--- src/rtl/player_move_ctrl_pkg.sv ---
// Shared game constants and types for player movement.
// Tile geometry, arena size, default origin and FSM/direction enums.
package player_move_ctrl_pkg;

  localparam int POS_W         = 11;
  localparam int TILE_SIZE     = 32;
  localparam int ARENA_TILES_X = 19;
  localparam int ARENA_TILES_Y = 13;
  localparam int ORIGIN_X_DEF  = 15;
  localparam int ORIGIN_Y_DEF  = 48;

  typedef enum logic [1:0] {
    IDLE,
    PROPOSE,
    WAIT,
    DECIDE
  } move_state_t;

  typedef enum logic [1:0] {
    DIR_UP,
    DIR_DOWN,
    DIR_LEFT,
    DIR_RIGHT
  } move_dir_t;

endpackage

--- src/rtl/player_move_ctrl_if.sv ---
// Bus between the move controller and the collision checker.
// master: candidate position + check_en out, verdict in.
interface player_move_ctrl_if;

  logic [player_move_ctrl_pkg::POS_W-1:0] candidate_topLeftX;
  logic [player_move_ctrl_pkg::POS_W-1:0] candidate_topLeftY;
  logic check_en;
  logic valid_player_position;

  modport master (
    output candidate_topLeftX,
    output candidate_topLeftY,
    output check_en,
    input  valid_player_position
  );

  modport slave (
    input  candidate_topLeftX,
    input  candidate_topLeftY,
    input  check_en,
    output valid_player_position
  );

endinterface

--- src/rtl/bomb_request_gen.sv ---
// Bomb request gate: frame-based cooldown and bomb tile latch.
// Ports: clk, resetN, startOfFrame, key_bomb, playerX/Y in; bomb_placed, bomb_tileX/Y out.
module bomb_request_gen
  import player_move_ctrl_pkg::*;
#(
  parameter int ORIGIN_X      = ORIGIN_X_DEF,
  parameter int ORIGIN_Y      = ORIGIN_Y_DEF,
  parameter int BOMB_COOLDOWN = 120
) (
  input  logic             clk,
  input  logic             resetN,
  input  logic             startOfFrame,
  input  logic             key_bomb,
  input  logic [POS_W-1:0] playerX,
  input  logic [POS_W-1:0] playerY,
  output logic             bomb_placed,
  output logic [4:0]       bomb_tileX,
  output logic [3:0]       bomb_tileY
);

  localparam int COOL_W = $clog2(BOMB_COOLDOWN + 1);

  logic [COOL_W-1:0] cooldown;
  logic [POS_W-1:0]  offX;
  logic [POS_W-1:0]  offY;
  logic              accept;

  // +16 rounds the top-left corner to the nearest tile
  assign offX   = playerX - POS_W'(ORIGIN_X) + POS_W'(16);
  assign offY   = playerY - POS_W'(ORIGIN_Y) + POS_W'(16);
  assign accept = startOfFrame && key_bomb && (cooldown == '0);

  always_ff @(posedge clk or negedge resetN) begin
    if (!resetN) begin
      cooldown    <= '0;
      bomb_placed <= 1'b0;
      bomb_tileX  <= '0;
      bomb_tileY  <= '0;
    end else begin
      bomb_placed <= accept;
      if (accept) begin
        cooldown   <= COOL_W'(BOMB_COOLDOWN);
        bomb_tileX <= 5'(offX >> 5);
        bomb_tileY <= 4'(offY >> 5);
      end else if (startOfFrame && cooldown != '0) begin
        cooldown <= cooldown - 1'b1;
      end
    end
  end

endmodule

--- src/rtl/player_move_ctrl.sv ---
// Per-frame player move: propose, wait for checker, commit; plus bomb gate.
// Ports: clk, resetN, startOfFrame, keys, checkBus (checker), player pos, bomb outputs.
module player_move_ctrl
  import player_move_ctrl_pkg::*;
#(
  parameter int STEP          = 2,
  parameter int ORIGIN_X      = ORIGIN_X_DEF,
  parameter int ORIGIN_Y      = ORIGIN_Y_DEF,
  parameter int CHECK_LAT     = 2,
  parameter int BOMB_COOLDOWN = 120
) (
  input  logic             clk,
  input  logic             resetN,
  input  logic             startOfFrame,
  input  logic             key_up,
  input  logic             key_down,
  input  logic             key_left,
  input  logic             key_right,
  input  logic             key_bomb,
  player_move_ctrl_if.master checkBus,
  output logic [POS_W-1:0] player_topLeftX,
  output logic [POS_W-1:0] player_topLeftY,
  output logic             bomb_placed,
  output logic [4:0]       bomb_tileX,
  output logic [3:0]       bomb_tileY
);

  localparam int CNT_W = $clog2(CHECK_LAT + 1);
  localparam logic [POS_W:0] MIN_X = (POS_W+1)'(ORIGIN_X);
  localparam logic [POS_W:0] MIN_Y = (POS_W+1)'(ORIGIN_Y);
  localparam logic [POS_W:0] MAX_X =
    (POS_W+1)'(ORIGIN_X + (ARENA_TILES_X - 1) * TILE_SIZE);
  localparam logic [POS_W:0] MAX_Y =
    (POS_W+1)'(ORIGIN_Y + (ARENA_TILES_Y - 1) * TILE_SIZE);

  move_state_t      state;
  move_state_t      nextState;
  move_dir_t        dir;
  move_dir_t        selDir;
  logic [CNT_W-1:0] cnt;
  logic             anyKey;
  logic             checkEn;
  logic             commitEn;
  logic [POS_W:0]   candX;
  logic [POS_W:0]   candY;
  logic             inBounds;

  assign anyKey = key_up | key_down | key_left | key_right;

  always_comb begin
    selDir = DIR_RIGHT;
    unique case (1'b1)
      key_up:                          selDir = DIR_UP;
      !key_up && key_down:             selDir = DIR_DOWN;
      !key_up && !key_down && key_left: selDir = DIR_LEFT;
      default:                         selDir = DIR_RIGHT;
    endcase
  end

  // Extra MSB catches underflow/overflow so it fails the bounds test
  always_comb begin
    candX = {1'b0, player_topLeftX};
    candY = {1'b0, player_topLeftY};
    unique case (dir)
      DIR_UP:    candY = {1'b0, player_topLeftY} - (POS_W+1)'(STEP);
      DIR_DOWN:  candY = {1'b0, player_topLeftY} + (POS_W+1)'(STEP);
      DIR_LEFT:  candX = {1'b0, player_topLeftX} - (POS_W+1)'(STEP);
      DIR_RIGHT: candX = {1'b0, player_topLeftX} + (POS_W+1)'(STEP);
    endcase
  end

  assign inBounds = (candX >= MIN_X) && (candX <= MAX_X) &&
                    (candY >= MIN_Y) && (candY <= MAX_Y);

  always_ff @(posedge clk or negedge resetN) begin
    if (!resetN) state <= IDLE;
    else         state <= nextState;
  end

  always_comb begin
    nextState = state;
    unique case (state)
      IDLE:    if (startOfFrame && anyKey) nextState = PROPOSE;
      PROPOSE: nextState = WAIT;
      WAIT:    if (cnt == '0) nextState = DECIDE;
      DECIDE:  nextState = IDLE;
    endcase
  end

  always_comb begin
    checkEn  = 1'b0;
    commitEn = 1'b0;
    unique case (state)
      IDLE:    ;
      PROPOSE: checkEn = 1'b1;
      WAIT:    checkEn = 1'b1;
      DECIDE:  commitEn = checkBus.valid_player_position && inBounds;
    endcase
  end

  always_ff @(posedge clk or negedge resetN) begin
    if (!resetN) begin
      dir             <= DIR_UP;
      cnt             <= '0;
      player_topLeftX <= POS_W'(ORIGIN_X);
      player_topLeftY <= POS_W'(ORIGIN_Y);
    end else begin
      if (state == IDLE && startOfFrame && anyKey) dir <= selDir;
      if (state == PROPOSE) cnt <= CNT_W'(CHECK_LAT - 1);
      else if (state == WAIT && cnt != '0) cnt <= cnt - 1'b1;
      if (commitEn) begin
        player_topLeftX <= candX[POS_W-1:0];
        player_topLeftY <= candY[POS_W-1:0];
      end
    end
  end

  assign checkBus.check_en = checkEn;
  assign checkBus.candidate_topLeftX =
    checkEn ? candX[POS_W-1:0] : player_topLeftX;
  assign checkBus.candidate_topLeftY =
    checkEn ? candY[POS_W-1:0] : player_topLeftY;

  bomb_request_gen #(
    .ORIGIN_X      (ORIGIN_X),
    .ORIGIN_Y      (ORIGIN_Y),
    .BOMB_COOLDOWN (BOMB_COOLDOWN)
  ) u_bomb (
    .clk          (clk),
    .resetN       (resetN),
    .startOfFrame (startOfFrame),
    .key_bomb     (key_bomb),
    .playerX      (player_topLeftX),
    .playerY      (player_topLeftY),
    .bomb_placed  (bomb_placed),
    .bomb_tileX   (bomb_tileX),
    .bomb_tileY   (bomb_tileY)
  );

endmodule

--- src/flat_wrapper.sv ---
// flat-port wrapper written by rule: the top's interface ports become plain ports
module player_move_ctrl_flat import player_move_ctrl_pkg::*;
#(
  parameter int STEP          = 2,
  parameter int ORIGIN_X      = ORIGIN_X_DEF,
  parameter int ORIGIN_Y      = ORIGIN_Y_DEF,
  parameter int CHECK_LAT     = 2,
  parameter int BOMB_COOLDOWN = 120
)
  (clk, resetN, startOfFrame, key_up, key_down, key_left, key_right, key_bomb, player_topLeftX, player_topLeftY, bomb_placed, bomb_tileX, bomb_tileY, checkBus_candidate_topLeftX, checkBus_candidate_topLeftY, checkBus_check_en, checkBus_valid_player_position);
  player_move_ctrl_if checkBus_i ();
  input  logic clk;
  input  logic resetN;
  input  logic startOfFrame;
  input  logic key_up;
  input  logic key_down;
  input  logic key_left;
  input  logic key_right;
  input  logic key_bomb;
  output logic [POS_W-1:0] player_topLeftX;
  output logic [POS_W-1:0] player_topLeftY;
  output logic bomb_placed;
  output logic [4:0] bomb_tileX;
  output logic [3:0] bomb_tileY;
  output wire logic [$bits(checkBus_i.candidate_topLeftX)-1:0] checkBus_candidate_topLeftX;
  output wire logic [$bits(checkBus_i.candidate_topLeftY)-1:0] checkBus_candidate_topLeftY;
  output wire logic [$bits(checkBus_i.check_en)-1:0] checkBus_check_en;
  input wire logic [$bits(checkBus_i.valid_player_position)-1:0] checkBus_valid_player_position;
  assign checkBus_candidate_topLeftX = checkBus_i.candidate_topLeftX;
  assign checkBus_candidate_topLeftY = checkBus_i.candidate_topLeftY;
  assign checkBus_check_en = checkBus_i.check_en;
  assign checkBus_i.valid_player_position = checkBus_valid_player_position;
  player_move_ctrl #(.STEP(STEP), .ORIGIN_X(ORIGIN_X), .ORIGIN_Y(ORIGIN_Y), .CHECK_LAT(CHECK_LAT), .BOMB_COOLDOWN(BOMB_COOLDOWN)) u_core (.clk(clk), .resetN(resetN), .startOfFrame(startOfFrame), .key_up(key_up), .key_down(key_down), .key_left(key_left), .key_right(key_right), .key_bomb(key_bomb), .checkBus(checkBus_i), .player_topLeftX(player_topLeftX), .player_topLeftY(player_topLeftY), .bomb_placed(bomb_placed), .bomb_tileX(bomb_tileX), .bomb_tileY(bomb_tileY));
endmodule
--- config.mk ---
export PLATFORM = sky130hd
export DESIGN_NAME = player_move_ctrl_flat
export DESIGN_NICKNAME = d
export VERILOG_FILES = /design/src/rtl/player_move_ctrl_pkg.sv /design/src/rtl/player_move_ctrl_if.sv /design/src/rtl/bomb_request_gen.sv /design/src/rtl/player_move_ctrl.sv /design/src/flat_wrapper.sv
export SDC_FILE = /design/constraint.sdc
export NUM_CORES = 1
export LEC_CHECK = 0
export CORE_MARGIN = 8
export CORE_UTILIZATION = 35
export CTS_BUF_LIST = sky130_fd_sc_hd__clkbuf_8
export CTS_CLUSTER_DIAMETER = 80
export DETAILED_ROUTE_END_ITERATION = 12
export PLACE_DENSITY_LB_ADDON = 0.2
export SYNTH_ARGS = -nofsm -noshare
export SYNTH_HDL_FRONTEND = slang
export SYNTH_SLANG_ARGS = --single-unit
export TNS_END_PERCENT = 20
--- constraint.sdc ---
create_clock -name clk -period 4.95 [get_ports clk]
set_clock_uncertainty 0.05 [all_clocks]
set_input_delay 0.99 -clock clk [delete_from_list [all_inputs] [get_ports clk]]
set_output_delay 0.99 -clock clk [all_outputs]
set_load 0.02 [all_outputs]
==> results of run 1 <==
==> flip-flops by register name, indices dropped and copies added (netlist names) <==
register,cells
u_core.u_bomb.bomb_tileY,4
u_core.u_bomb.bomb_tileX,5
u_core.u_bomb.bomb_placed,1
u_core.player_topLeftX,10
u_core.dir,2
u_core.player_topLeftY,10
u_core.cnt,2
u_core.state,2
u_core.u_bomb.cooldown,7
==> cell families (layout without fill, tap and decap cells) <==
kind of cell	after synthesis	in the layout	synth area share
AND/OR/NAND/NOR	128	128	0.185
buffers and inverters	46	95	0.0584
XOR/XNOR	23	23	0.0550
flip-flops	43	43	0.295
adder cells (fa/ha/maj)	27	27	0.0963
other	2	4	0.00205
multiplexers	21	21	0.0625
AO/OA/AOI/OAI	122	122	0.245
==> worst reg2reg max path, cell delays in order (launching register included) <==
cell      delay, ps
dfrtp_1         500
nand2_1         340
fa_1            540
a211oi_2        380
o21a_2          240
xor2_1          250
o41ai_1         120
a221oi_2        330
nand4b_4        210
a211oi_4        340
buf_4           280
mux2_2          350
==> area by class of cell <==
| cell class | instances | area [um2] |
|---|---|---|
| inverter | 24 | 90.1 |
| multi-input combinational | 325 | 2370 |
| sequential | 43 | 1080 |
| fill | 1006 | 5780 |
| timing repair buffer | 63 | 616 |
| clock buffer | 5 | 68.8 |
| tap | 136 | 170 |
| clock inverter | 3 | 47.5 |
==> where the power goes <==
group,internal [uW],leakage (uW),switching [uW]
Clock,153,0.0000587,140
Combinational,1140,0.00139,1500
Sequential,477,0.000513,149
==> layout by cell type (no fill, tap or decap), drive strengths merged, types with 5 or more instances in the layout <==
| master | n |
|---|---|
| mux2 | 12 |
| nor3 | 8 |
| inv | 25 |
| o211ai | 9 |
| or2 | 5 |
| dfstp | 5 |
| clkbuf | 5 |
| o21a | 6 |
| nor2b | 5 |
| nand3 | 7 |
| xnor2 | 18 |
| mux2i | 9 |
| a211oi | 13 |
| nand2 | 45 |
| o211a | 5 |
| a21oi | 18 |
| dfrtp | 38 |
| buf | 5 |
| nor2 | 27 |
| xor2 | 5 |
| o21ai | 32 |
| clkdlybuf4s50 | 58 |
| ha | 25 |
| a21o | 6 |
==> worst max path at each step <==
stage | from | endpoint | slack, ps
floorplan | u_core.dir[1] | checkBus_candidate_topLeftX[9] | 670
detailed placement | u_core.dir[0] | checkBus_candidate_topLeftX[9] | 610
global placement | u_core.dir[0] | checkBus_candidate_topLeftX[9] | 680
finish | u_core.dir[1] | checkBus_candidate_topLeftX[9] | 240
global route | u_core.dir[0] | checkBus_candidate_topLeftX[9] | 10
CTS | u_core.dir[0] | checkBus_candidate_topLeftX[9] | 250
==> cell usage after synthesis, types with 6 or more instances <==
| master | count |
|---|---|
| nor2_1 | 27 |
| ha_1 | 25 |
| nand2_1 | 45 |
| xnor2_1 | 18 |
| buf_4 | 8 |
| o211ai_1 | 9 |
| a21o_1 | 6 |
| mux2_2 | 8 |
| mux2i_1 | 9 |
| inv_1 | 24 |
| a211oi_1 | 9 |
| dfrtp_1 | 38 |
| nand3_1 | 7 |
| o21ai_0 | 32 |
| clkbuf_1 | 9 |
| a21oi_1 | 18 |
| nor3_1 | 7 |
==> metal layers <==
layer / GRT usage / part of all wire / vias to the layer above
met1: 0.166 / 0.43 / 1522
met2: 0.249 / 0.50 / 79
met4: 0.0432 / 0.022 / 0
met3: 0.0300 / 0.044 / 18
li1: - / - / 1587
met5: 0 / 0 / -
==> through the flow <==
step,hold slack [ps],cells
global placement,418,591
detailed placement,424,591
global route,478,599
finish,435,599
floorplan,400,414
CTS,446,599
==> metrics.json, run 1 <==
{
  "timing": {
    "unrepaired_setup_endpoints_after_global_routing": "false",
    "report.final.slew_viol_count": 0,
    "worstMarginPinSlew_ps": 1020,
    "slew-limit-headroom": 0.322,
    "finalCritPeriodShare": 0.952,
    "setup-tns-final_ps": 0,
    "setup_slack_ps": 238,
    "setup_viol": 0,
    "final-hold-violation-count": 0,
    "final.min_clock_period_ps": 4710,
    "fmaxAchievable_mhz": 212
  },
  "worst_setup_path": {
    "path_delay_family": "simple AND/OR/NAND/NOR gates",
    "cp_slowest_cell": "clkdlybuf4s50_1",
    "critPathBufInv": 2,
    "reg2reg_setup_slack_ps": 950,
    "worst_ep_required_time_ps": 3910,
    "endpoint_kind": "output pin",
    "reg2reg_from": "u_core.dir[0]",
    "critical_path_start_type": "flop",
    "worstRegToRegCells": 11,
    "critPathMaxStageDelay_ps": 640,
    "cp_cell_sequence": "buf_4 -> nand2_1 -> ha_1 -> nor2b_4 -> o2111a_1 -> o211a_4 -> nor4_2 -> nor3_1 -> a21oi_1 -> clkdlybuf4s50_1",
    "critical_path.max_fanout": 11,
    "critical_path_cell_count": 10,
    "worstPathArrival_ps": 3670,
    "reg2reg_to": "u_core.player_topLeftY[4]",
    "timing_worst_setup_path_type": "reg2out"
  },
  "finish": {
    "n_antenna_cell": 0,
    "post_route_utilization": 0.435,
    "nets": 498,
    "layout.cell_area.non_filler_mm2": 0.00445,
    "area_growth_pct": 21.4,
    "layout_cell_share_with_drive_strength_beyond_1": 0.104
  },
  "floorplan": {
    "ioPinCount": 64,
    "fp-row-count": 37,
    "die-height_um": 118,
    "core_mm2": 0.0102,
    "die_x_um": 118,
    "initial_core_util": 0.358,
    "floorplan.die_area_mm2": 0.0140
  },
  "drt": {
    "route.final.wire_length_um": 9930,
    "route.antenna.remaining_nets": 0,
    "route.detailed.drc": 0,
    "detailroute.via_count": 3206,
    "detail_route.wl_per_cell_um": 16.6,
    "firstDrtPassIters": 4,
    "via_to_cell_ratio": 5.35,
    "dr_iter_0_viols": 139
  },
  "yosys": {
    "synth_seq_area_share": 0.295,
    "post_synth_main_area_contributors": "dfrtp_1, ha_1, nand2_1, o21ai_0, xnor2_1",
    "synth_cell_type_count": 77,
    "synth_async_sr_flop_share": 1.00,
    "netlist_area_before_placement_mm2": 0.00366,
    "synth_top_area_frac": 0.260,
    "biggest_area_consumer_among_synthesized_cells": "dfrtp_1",
    "ys.flop_type": "dfrtp_1",
    "synthesis.yosys.warnings": 0,
    "syn-mean-instance-area_um2": 8.89,
    "synth_cells": 412,
    "ys_ff_latch": 43,
    "number_of_flops_mapped_to_enable_cells_by_yosys": 0
  },
  "clock_network": {
    "post_cts_hold_buffers": 0,
    "cts_root_buffer": "clkbuf_8",
    "cts_htree_levels": 2,
    "cts_num_sinks": 43,
    "tritoncts_clock_tree": "yes",
    "cts_setup_buffers": 0,
    "clock_tree.buffer_depth": 2,
    "clk_pin_slew_ps": 90,
    "tritoncts.num_buffers": 5,
    "worstSkewPairLatency_ps": 310,
    "post_cts_resized": 0
  },
  "min_path": {
    "hold_path.startpoint": "u_core.u_bomb.bomb_tileX[2]",
    "hold_class": "reg2reg",
    "whs_path_depth": 2,
    "holdPathEnd": "u_core.u_bomb.bomb_tileX[2]"
  },
  "pwr": {
    "power.static_leakage_uw": 0.00196,
    "power_per_cell_area_mw_per_mm2": 800,
    "power.total_uw": 3560,
    "ir_drop_mv": 0.475
  },
  "global_routing": {
    "antenna_found_initial": 0,
    "grt_usage": 0.140,
    "first_global_vias": 3191,
    "grt_overflow": 0,
    "grt_start_max_net_pins": 44,
    "grt_first_pass_wirelength_um": 16400
  },
  "flow_run": {
    "drv_cap": 0
  },
  "placement": {
    "placement.cell_area_mm2": 0.00433,
    "hpwl_um": 7600,
    "gp_congestion": 0.821,
    "numPortBuffers": 59,
    "dp_slack_ps": 606
  },
  "outcome": {
    "outcome": "completed"
  }
}
(Power assumes the default switching activity.)
==> run 2, diff against run 1 <==
- clock period: 4.95 -> 3.9 ns (I/O delays scaled with it)
==> run 2 against run 1 <==
Against the previous run: sequential power up 24%; sequential share of layout area decreased by 1.1 points; largest cell class unchanged; worst setup slack worse by 99 ps; sequential cell count unchanged; count of clock-buffer cells in the layout stayed put; clock power up 22%; non-clock buffer count grew 19; worst hold slack better by 7.7 ps; first-iteration DRC count decreased by 17%; combinational power is 34% higher; utilization rose by 2.2 points.
==> metrics.json, run 2 (same netlist as run 1, synthesis figures left out) <==
{
  "timing": {
    "final-hold-violation-count": {"value": 0, "change": "unchanged"},
    "fmaxAchievable_mhz": 266,
    "unrepaired_setup_endpoints_after_global_routing": "false",
    "finalCritPeriodShare": 0.965,
    "report.final.slew_viol_count": {"value": 0, "change": "unchanged"},
    "slew-limit-headroom": {"value": 0.330, "change": "+0.00730"},
    "setup_viol": {"value": 0, "change": "unchanged"},
    "worstMarginPinSlew": {"value": 1010, "unit": "ps", "change": "-11.0 ps"},
    "final.min_clock_period_ps": 3760,
    "whs": {"value": 443, "unit": "ps", "change": "+7.72 ps"}
  },
  "floorplan": {
    "die_x": {"value": 118, "unit": "um", "change": "unchanged"},
    "die-height": {"value": 118, "unit": "um", "change": "unchanged"},
    "initial_core_util": {"value": 0.358, "change": "unchanged"},
    "ioPinCount": {"value": 64, "change": "unchanged"},
    "fp-row-count": {"value": 37, "change": "unchanged"},
    "floorplan.die_area": {"value": 0.0140, "unit": "mm2", "change": "unchanged"},
    "core": {"value": 0.0102, "unit": "mm2", "change": "unchanged"}
  },
  "worst_setup_path": {
    "worstPathArrival": {"value": 2930, "unit": "ps", "change": "-740 ps"},
    "endpoint_kind": "output pin",
    "worst_ep_required_time": {"value": 3070, "unit": "ps", "change": "-840 ps"},
    "timing_worst_setup_path_type": "reg2out",
    "critical_path.max_fanout": {"value": 7, "change": "-4"},
    "worstRegToRegCells": {"value": 13, "change": "+2"},
    "critical_path_start_type": "flop"
  },
  "global_routing": {
    "antenna_found_initial": {"value": 0, "change": "unchanged"},
    "grt-busiest-layer": "met2",
    "grt_start_max_net_pins": {"value": 44, "change": "unchanged"},
    "grt_usage": {"value": 0.147, "change": "+0.00649"},
    "met1_usage": {"value": 0.168, "change": "+0.00253"},
    "met3_usage": {"value": 0.0305, "change": "+0.000476"},
    "first_global_vias": {"value": 3402, "change": "+6.6%"},
    "global_route.usage.met2": {"value": 0.270, "change": "+0.0210"},
    "grt_overflow": {"value": 0, "change": "unchanged"},
    "grt_first_pass_wirelength": {"value": 17300, "unit": "um", "change": "+5.0%"}
  },
  "outcome": {
    "outcome": "completed"
  },
  "min_path": {
    "hold_class": "reg2reg",
    "whs_path_depth": {"value": 2, "change": "unchanged"}
  },
  "pwr": {
    "power.total": {"value": 4680, "unit": "uW", "change": "+32%"},
    "clk_network_pwr_share": {"value": 0.077, "change": "-0.005"},
    "seq_power_share": {"value": 0.166, "change": "-0.010"},
    "p_sw_frac": {"value": 0.501, "change": "-0.00322"},
    "switching_power": {"value": 2340, "unit": "uW", "change": "+31%"},
    "power_report.internal_total": {"value": 2340, "unit": "uW", "change": "+32%"},
    "pwr-share-comb": {"value": 0.757, "change": "+0.015"},
    "power.static_leakage": {"value": 0.00211, "unit": "uW", "change": "+7.8%"},
    "power_per_cell_area": {"value": 1000, "unit": "mW/mm2", "change": "+25%"},
    "ir_drop": {"value": 0.456, "unit": "mV", "change": "-4.1%"}
  },
  "clock_network": {
    "tritoncts_clock_tree": "yes",
    "worstSkewPairLatency": {"value": 300, "unit": "ps", "change": "about the same"},
    "cts_htree_levels": {"value": 2, "change": "unchanged"},
    "clock_tree.buffer_depth": {"value": 2, "change": "unchanged"},
    "clk_pin_slew": {"value": 90, "unit": "ps", "change": "about the same"},
    "cts_root_buffer": "clkbuf_8",
    "cts_num_sinks": {"value": 43, "change": "unchanged"},
    "tritoncts.num_buffers": {"value": 5, "change": "unchanged"}
  },
  "flow_run": {
    "drv_cap": {"value": 0, "change": "unchanged"}
  },
  "placement": {
    "hpwl": {"value": 8010, "unit": "um", "change": "+5.3%"},
    "placement.cell_area": {"value": 0.00448, "unit": "mm2", "change": "+3.5%"},
    "dp.cells": {"value": 609, "change": "+3.0%"},
    "numPortBuffers": {"value": 59, "change": "unchanged"},
    "gp_congestion": {"value": 0.850, "change": "+3.5%"}
  },
  "finish": {
    "area_growth_pct": 27.6,
    "layout.cells.most_common_list": "clkdlybuf4s50_1, nand2_1, dfrtp_1",
    "most_common_library_cell_in_the_layout_ignoring_fill_and_taps": "clkdlybuf4s50_1",
    "final_cells": {"value": 618, "change": "+3.2%"},
    "layout.cell_area.non_filler": {"value": 0.00467, "unit": "mm2", "change": "+5.1%"},
    "nets": {"value": 517, "change": "+3.8%"},
    "reg.largest.list": "u_core.player_topLeftX (10), u_core.player_topLeftY (10), u_core.u_bomb.cooldown (7)",
    "layout_cell_share_with_drive_strength_beyond_1": {"value": 0.166, "change": "+0.0623"},
    "n_antenna_cell": {"value": 0, "change": "unchanged"}
  },
  "drt": {
    "route.antenna.remaining_nets": {"value": 0, "change": "unchanged"},
    "dr_iter_0_viols": {"value": 115, "change": "-17%"},
    "via_to_cell_ratio": {"value": 5.39, "change": "+0.67%"},
    "detail_route.wl_per_cell": {"value": 16.8, "unit": "um", "change": "+1.6%"},
    "route.detailed.drc": {"value": 0, "change": "unchanged"},
    "firstDrtPassIters": {"value": 4, "change": "unchanged"},
    "detailroute.via_count": {"value": 3330, "change": "+3.9%"},
    "route.final.wire_length": {"value": 10400, "unit": "um", "change": "+4.9%"}
  }
}
## run 2: changes by cell type in the layout (fill, tap and decap cells not counted), moves of 3 or more
cell | before | now
buf_4 | 4 | 22
clkdlybuf4s50_1 | 58 | 46
dlygate4sd2_1 | 0 | 8
dlymetal6s2s_1 | 0 | 3
## run 2: per-stage QoR
| stage | setup slack (ps) | TNS, ps | util |
|---|---|---|---|
| after global routing | 13.6 | 0 | 0.457 |
| after global placement | 94.9 | 0 | 0.438 |
| final | 138 | 0 | 0.457 |
| after detailed placement | 102 | 0 | 0.438 |
| after floorplan | 105 | 0 | - |
| after CTS | -158 | -221 | 0.450 |
## run 2: final timing paths
check	start	end	slack, ps
hold / removal	u_core.u_bomb.cooldown[1]	u_core.u_bomb.cooldown[1]	440
hold reg to reg	u_core.u_bomb.cooldown[1]	u_core.u_bomb.cooldown[1]	440
setup reg to reg	u_core.dir[1]	u_core.player_topLeftX[6]	220
max in group asynchronous	resetN	u_core.dir[0]	2520
min in group asynchronous	resetN	u_core.u_bomb.bomb_tileX[0]	600
setup / recovery	u_core.player_topLeftX[1]	checkBus_candidate_topLeftX[9]	140
## run 2: repair_timing
action,CTS,global route
hold buffers,0,0
gates resized for setup,13,17
pin swaps,0,1
setup endpoints to repair,10,14
setup buffers,0,1
## run 2: cell type report
| class | count | area [um2] |
|---|---|---|
| Tap cell | 136 | 170 |
| Inverter | 24 | 90.1 |
| Clock buffer | 5 | 68.8 |
| Fill cell | 1016 | 5560 |
| Sequential cell | 43 | 1080 |
| Clock inverter | 3 | 41.3 |
| Multi-Input combinational cell | 325 | 2450 |
| Timing Repair Buffer | 82 | 768 |
## run 2: critical path: stages (launching register included)
cell and delay [ps]:
dfstp_2 640, inv_1 140, fa_1 510, nor2b_4 150, o2111a_1 240, o211a_4 190, o211a_4 200, nor3_2 60
a21oi_2 160, dlygate4sd2_1 350
## run 2: layer usage
layer / part of all wire / up-vias
met5: 0 / -
met4: 0.016 / 0
met2: 0.51 / 75
li1: - / 1625
met1: 0.44 / 1619
met3: 0.038 / 11
## run 2: power by group through the flow
stage	Clock (uW)	Sequential, uW	Combinational [uW]
2_1_floorplan	0	820	2240
4_1_cts	369	777	3470
6_report	358	778	3550
3_3_place_gp	0	779	3470
3_5_place_dp	0	783	3490
5_1_grt	390	803	3890
==> run 3, diff against run 2 <==
- REMOVE_ABC_BUFFERS: default -> 1
==> run 3 against run 2 <==
Against the previous run: first-iteration DRC count grew 15%; cell area shrank 1.9%; count of clock-buffer cells in the layout is the same; worst setup slack lost 12 ps; power shrank 3.5%; worst hold slack lost 9.1 ps; critical path depth is the same; critical path type unchanged; clock power shrank 18%.
==> metrics.json, run 3 (same netlist as run 1, synthesis figures left out) <==
{
  "clock_network": {
    "cts_setup_buffers": {"value": 0, "change": "unchanged"},
    "cts_root_buffer": "clkbuf_8",
    "clock_tree.buffer_depth": {"value": 2, "change": "unchanged"},
    "clk_pin_slew": {"value": 80, "unit": "ps", "change": "about the same"},
    "cts_htree_levels": {"value": 2, "change": "unchanged"},
    "tritoncts_clock_tree": "yes",
    "worstSkewPairLatency": {"value": 300, "unit": "ps", "change": "about the same"},
    "tritoncts.num_buffers": {"value": 5, "change": "unchanged"},
    "cts_num_sinks": {"value": 43, "change": "unchanged"}
  },
  "timing": {
    "final.min_clock_period": {"value": 3770, "unit": "ps", "change": "+11.6 ps"},
    "finalCritPeriodShare": {"value": 0.968, "change": "+0.00297"},
    "unrepaired_setup_endpoints_after_global_routing": "true",
    "setup-tns-final": {"value": 0, "unit": "ps", "change": "unchanged"},
    "final-hold-violation-count": {"value": 0, "change": "unchanged"},
    "worstMarginPinSlew": {"value": 1030, "unit": "ps", "change": "+27.9 ps"},
    "fmaxAchievable": {"value": 265, "unit": "MHz", "change": "-0.31%"},
    "setup_viol": {"value": 0, "change": "unchanged"},
    "whs": {"value": 434, "unit": "ps", "change": "-9.08 ps"},
    "report.final.slew_viol_count": {"value": 0, "change": "unchanged"},
    "slew-limit-headroom": {"value": 0.311, "change": "-0.0186"}
  },
  "floorplan": {
    "ioPinCount": {"value": 64, "change": "unchanged"},
    "floorplan.die_area": {"value": 0.0140, "unit": "mm2", "change": "unchanged"},
    "die_x": {"value": 118, "unit": "um", "change": "unchanged"},
    "core": {"value": 0.0102, "unit": "mm2", "change": "unchanged"},
    "die-height": {"value": 118, "unit": "um", "change": "unchanged"},
    "initial_core_util": {"value": 0.358, "change": "unchanged"},
    "fp-row-count": {"value": 37, "change": "unchanged"}
  },
  "placement": {
    "placement.cell_area": {"value": 0.00446, "unit": "mm2", "change": "-0.53%"},
    "numPortBuffers": {"value": 59, "change": "unchanged"},
    "gp_congestion": {"value": 0.840, "change": "-1.2%"},
    "hpwl": {"value": 7970, "unit": "um", "change": "-0.47%"},
    "dp.cells": {"value": 608, "change": "-0.16%"}
  },
  "global_routing": {
    "grt_start_max_net_pins": {"value": 44, "change": "unchanged"},
    "grt_first_pass_wirelength": {"value": 16800, "unit": "um", "change": "-2.8%"},
    "antenna_found_initial": {"value": 0, "change": "unchanged"},
    "grt_usage": {"value": 0.144, "change": "-0.00315"},
    "grt_overflow": {"value": 0, "change": "unchanged"},
    "first_global_vias": {"value": 3289, "change": "-3.3%"}
  },
  "pwr": {
    "ir_drop": {"value": 0.374, "unit": "mV", "change": "-18%"},
    "power.static_leakage": {"value": 0.00210, "unit": "uW", "change": "-0.43%"},
    "power_per_cell_area": {"value": 985, "unit": "mW/mm2", "change": "-1.7%"}
  },
  "worst_setup_path": {
    "critical_path_start_type": "flop",
    "critical_path.max_fanout": {"value": 7, "change": "unchanged"},
    "worst_ep_required_time": {"value": 3070, "unit": "ps", "change": "about the same"},
    "endpoint_kind": "output pin",
    "reg2reg_setup_slack": {"value": 320, "unit": "ps", "change": "+100 ps"},
    "worstPathArrival": {"value": 2940, "unit": "ps", "change": "about the same"},
    "timing_worst_setup_path_type": "reg2out"
  },
  "flow_run": {
    "drv_cap": {"value": 0, "change": "unchanged"}
  },
  "finish": {
    "layout.cell_area.non_filler": {"value": 0.00459, "unit": "mm2", "change": "-1.9%"},
    "reg.largest.list": "u_core.player_topLeftX (10), u_core.player_topLeftY (10), u_core.u_bomb.cooldown (7)",
    "n_antenna_cell": {"value": 0, "change": "unchanged"},
    "layout.cells.most_common_list": "clkdlybuf4s50_1, nand2_1, dfrtp_1",
    "layout_cell_share_with_drive_strength_beyond_1": {"value": 0.152, "change": "-0.0139"},
    "most_common_library_cell_in_the_layout_ignoring_fill_and_taps": "clkdlybuf4s50_1",
    "nets": {"value": 515, "change": "-0.39%"},
    "final_cells": {"value": 616, "change": "-0.32%"},
    "area_growth_pct": 25.2
  },
  "drt": {
    "detail_route.wl_per_cell": {"value": 16.5, "unit": "um", "change": "-2.0%"},
    "route.antenna.remaining_nets": {"value": 0, "change": "unchanged"},
    "route.final.wire_length": {"value": 10200, "unit": "um", "change": "-2.3%"},
    "firstDrtPassIters": {"value": 4, "change": "unchanged"},
    "detailroute.via_count": {"value": 3263, "change": "-2.0%"},
    "via_to_cell_ratio": {"value": 5.30, "change": "-1.7%"},
    "dr_iter_0_viols": {"value": 132, "change": "+15%"},
    "route.detailed.drc": {"value": 0, "change": "unchanged"}
  },
  "min_path": {
    "hold_class": "reg2reg"
  },
  "outcome": {
    "outcome": "completed"
  }
}
[run 3: critical path, stage by stage (launching register included)]
cell and delay, ps:
dfrtp_2 450, inv_1 90, nand2_2 130, ha_1 310, a211oi_2 340, buf_4 190
or3_1 100, nand3_1 190, a21oi_1 210, clkdlybuf4s50_1 620
[run 3: worst paths after layout]
kind                                              from                              to  cells past startpoint
max in group asynchronous                       resetN                   u_core.dir[1]                      1
max reg2reg                              u_core.dir[1]       u_core.player_topLeftX[6]                     12
min reg2reg                u_core.u_bomb.bomb_tileX[1]     u_core.u_bomb.bomb_tileX[1]                      2
min                        u_core.u_bomb.bomb_tileX[1]     u_core.u_bomb.bomb_tileX[1]                      2
max                                      u_core.dir[1]  checkBus_candidate_topLeftY[6]                      9
min in group asynchronous                       resetN     u_core.u_bomb.bomb_tileX[1]                      1
[run 3: layout make-up]
cell class / instances / area, um2
clock buffer: 5 / 68.8
inverter: 24 / 90.1
tap: 136 / 170
sequential: 43 / 1080
clock inverter: 3 / 17.5
fill: 1027 / 5650
timing repair buffer: 80 / 748
multi-input combinational: 325 / 2410
[run 3: metrics by stage]
| step | power, uW | worst slack [ps] | utilization |
|---|---|---|---|
| floorplan | 2990 | -465 | - |
| global placement | 4220 | 158 | 0.436 |
| detailed placement | 4240 | 97.2 | 0.436 |
| CTS | 4560 | 3.67 | 0.445 |
| global route | 4910 | -75.3 | 0.448 |
| finish | 4520 | 127 | 0.448 |
[run 3: per-layer routing]
layer  vias up  GRT usage  part of all wire  wire length, um
met3        15     0.0295             0.032              330
met1      1566      0.177              0.46             4680
met4         0     0.0552             0.022              225
met5         -          0                 0                0
met2        48      0.242              0.48             4930
li1       1634          -                 -                -
[run 3: repair_timing]
action                     4_1_cts  5_1_grt
cloned                           0        0
gates resized for setup         10       15
hold buffers                     0        0
hold endpoints to repair         0        0
setup endpoints to repair        9       11
[run 3: power by group]
group / internal [uW] / switching [uW] / total, uW / leakage [uW]
registers: 608 / 161 / 769 / 0.000510
clock network: 124 / 169 / 293 / 0.0000493
logic: 1490 / 1970 / 3450 / 0.00154
total: 2220 / 2300 / 4520 / 0.00210
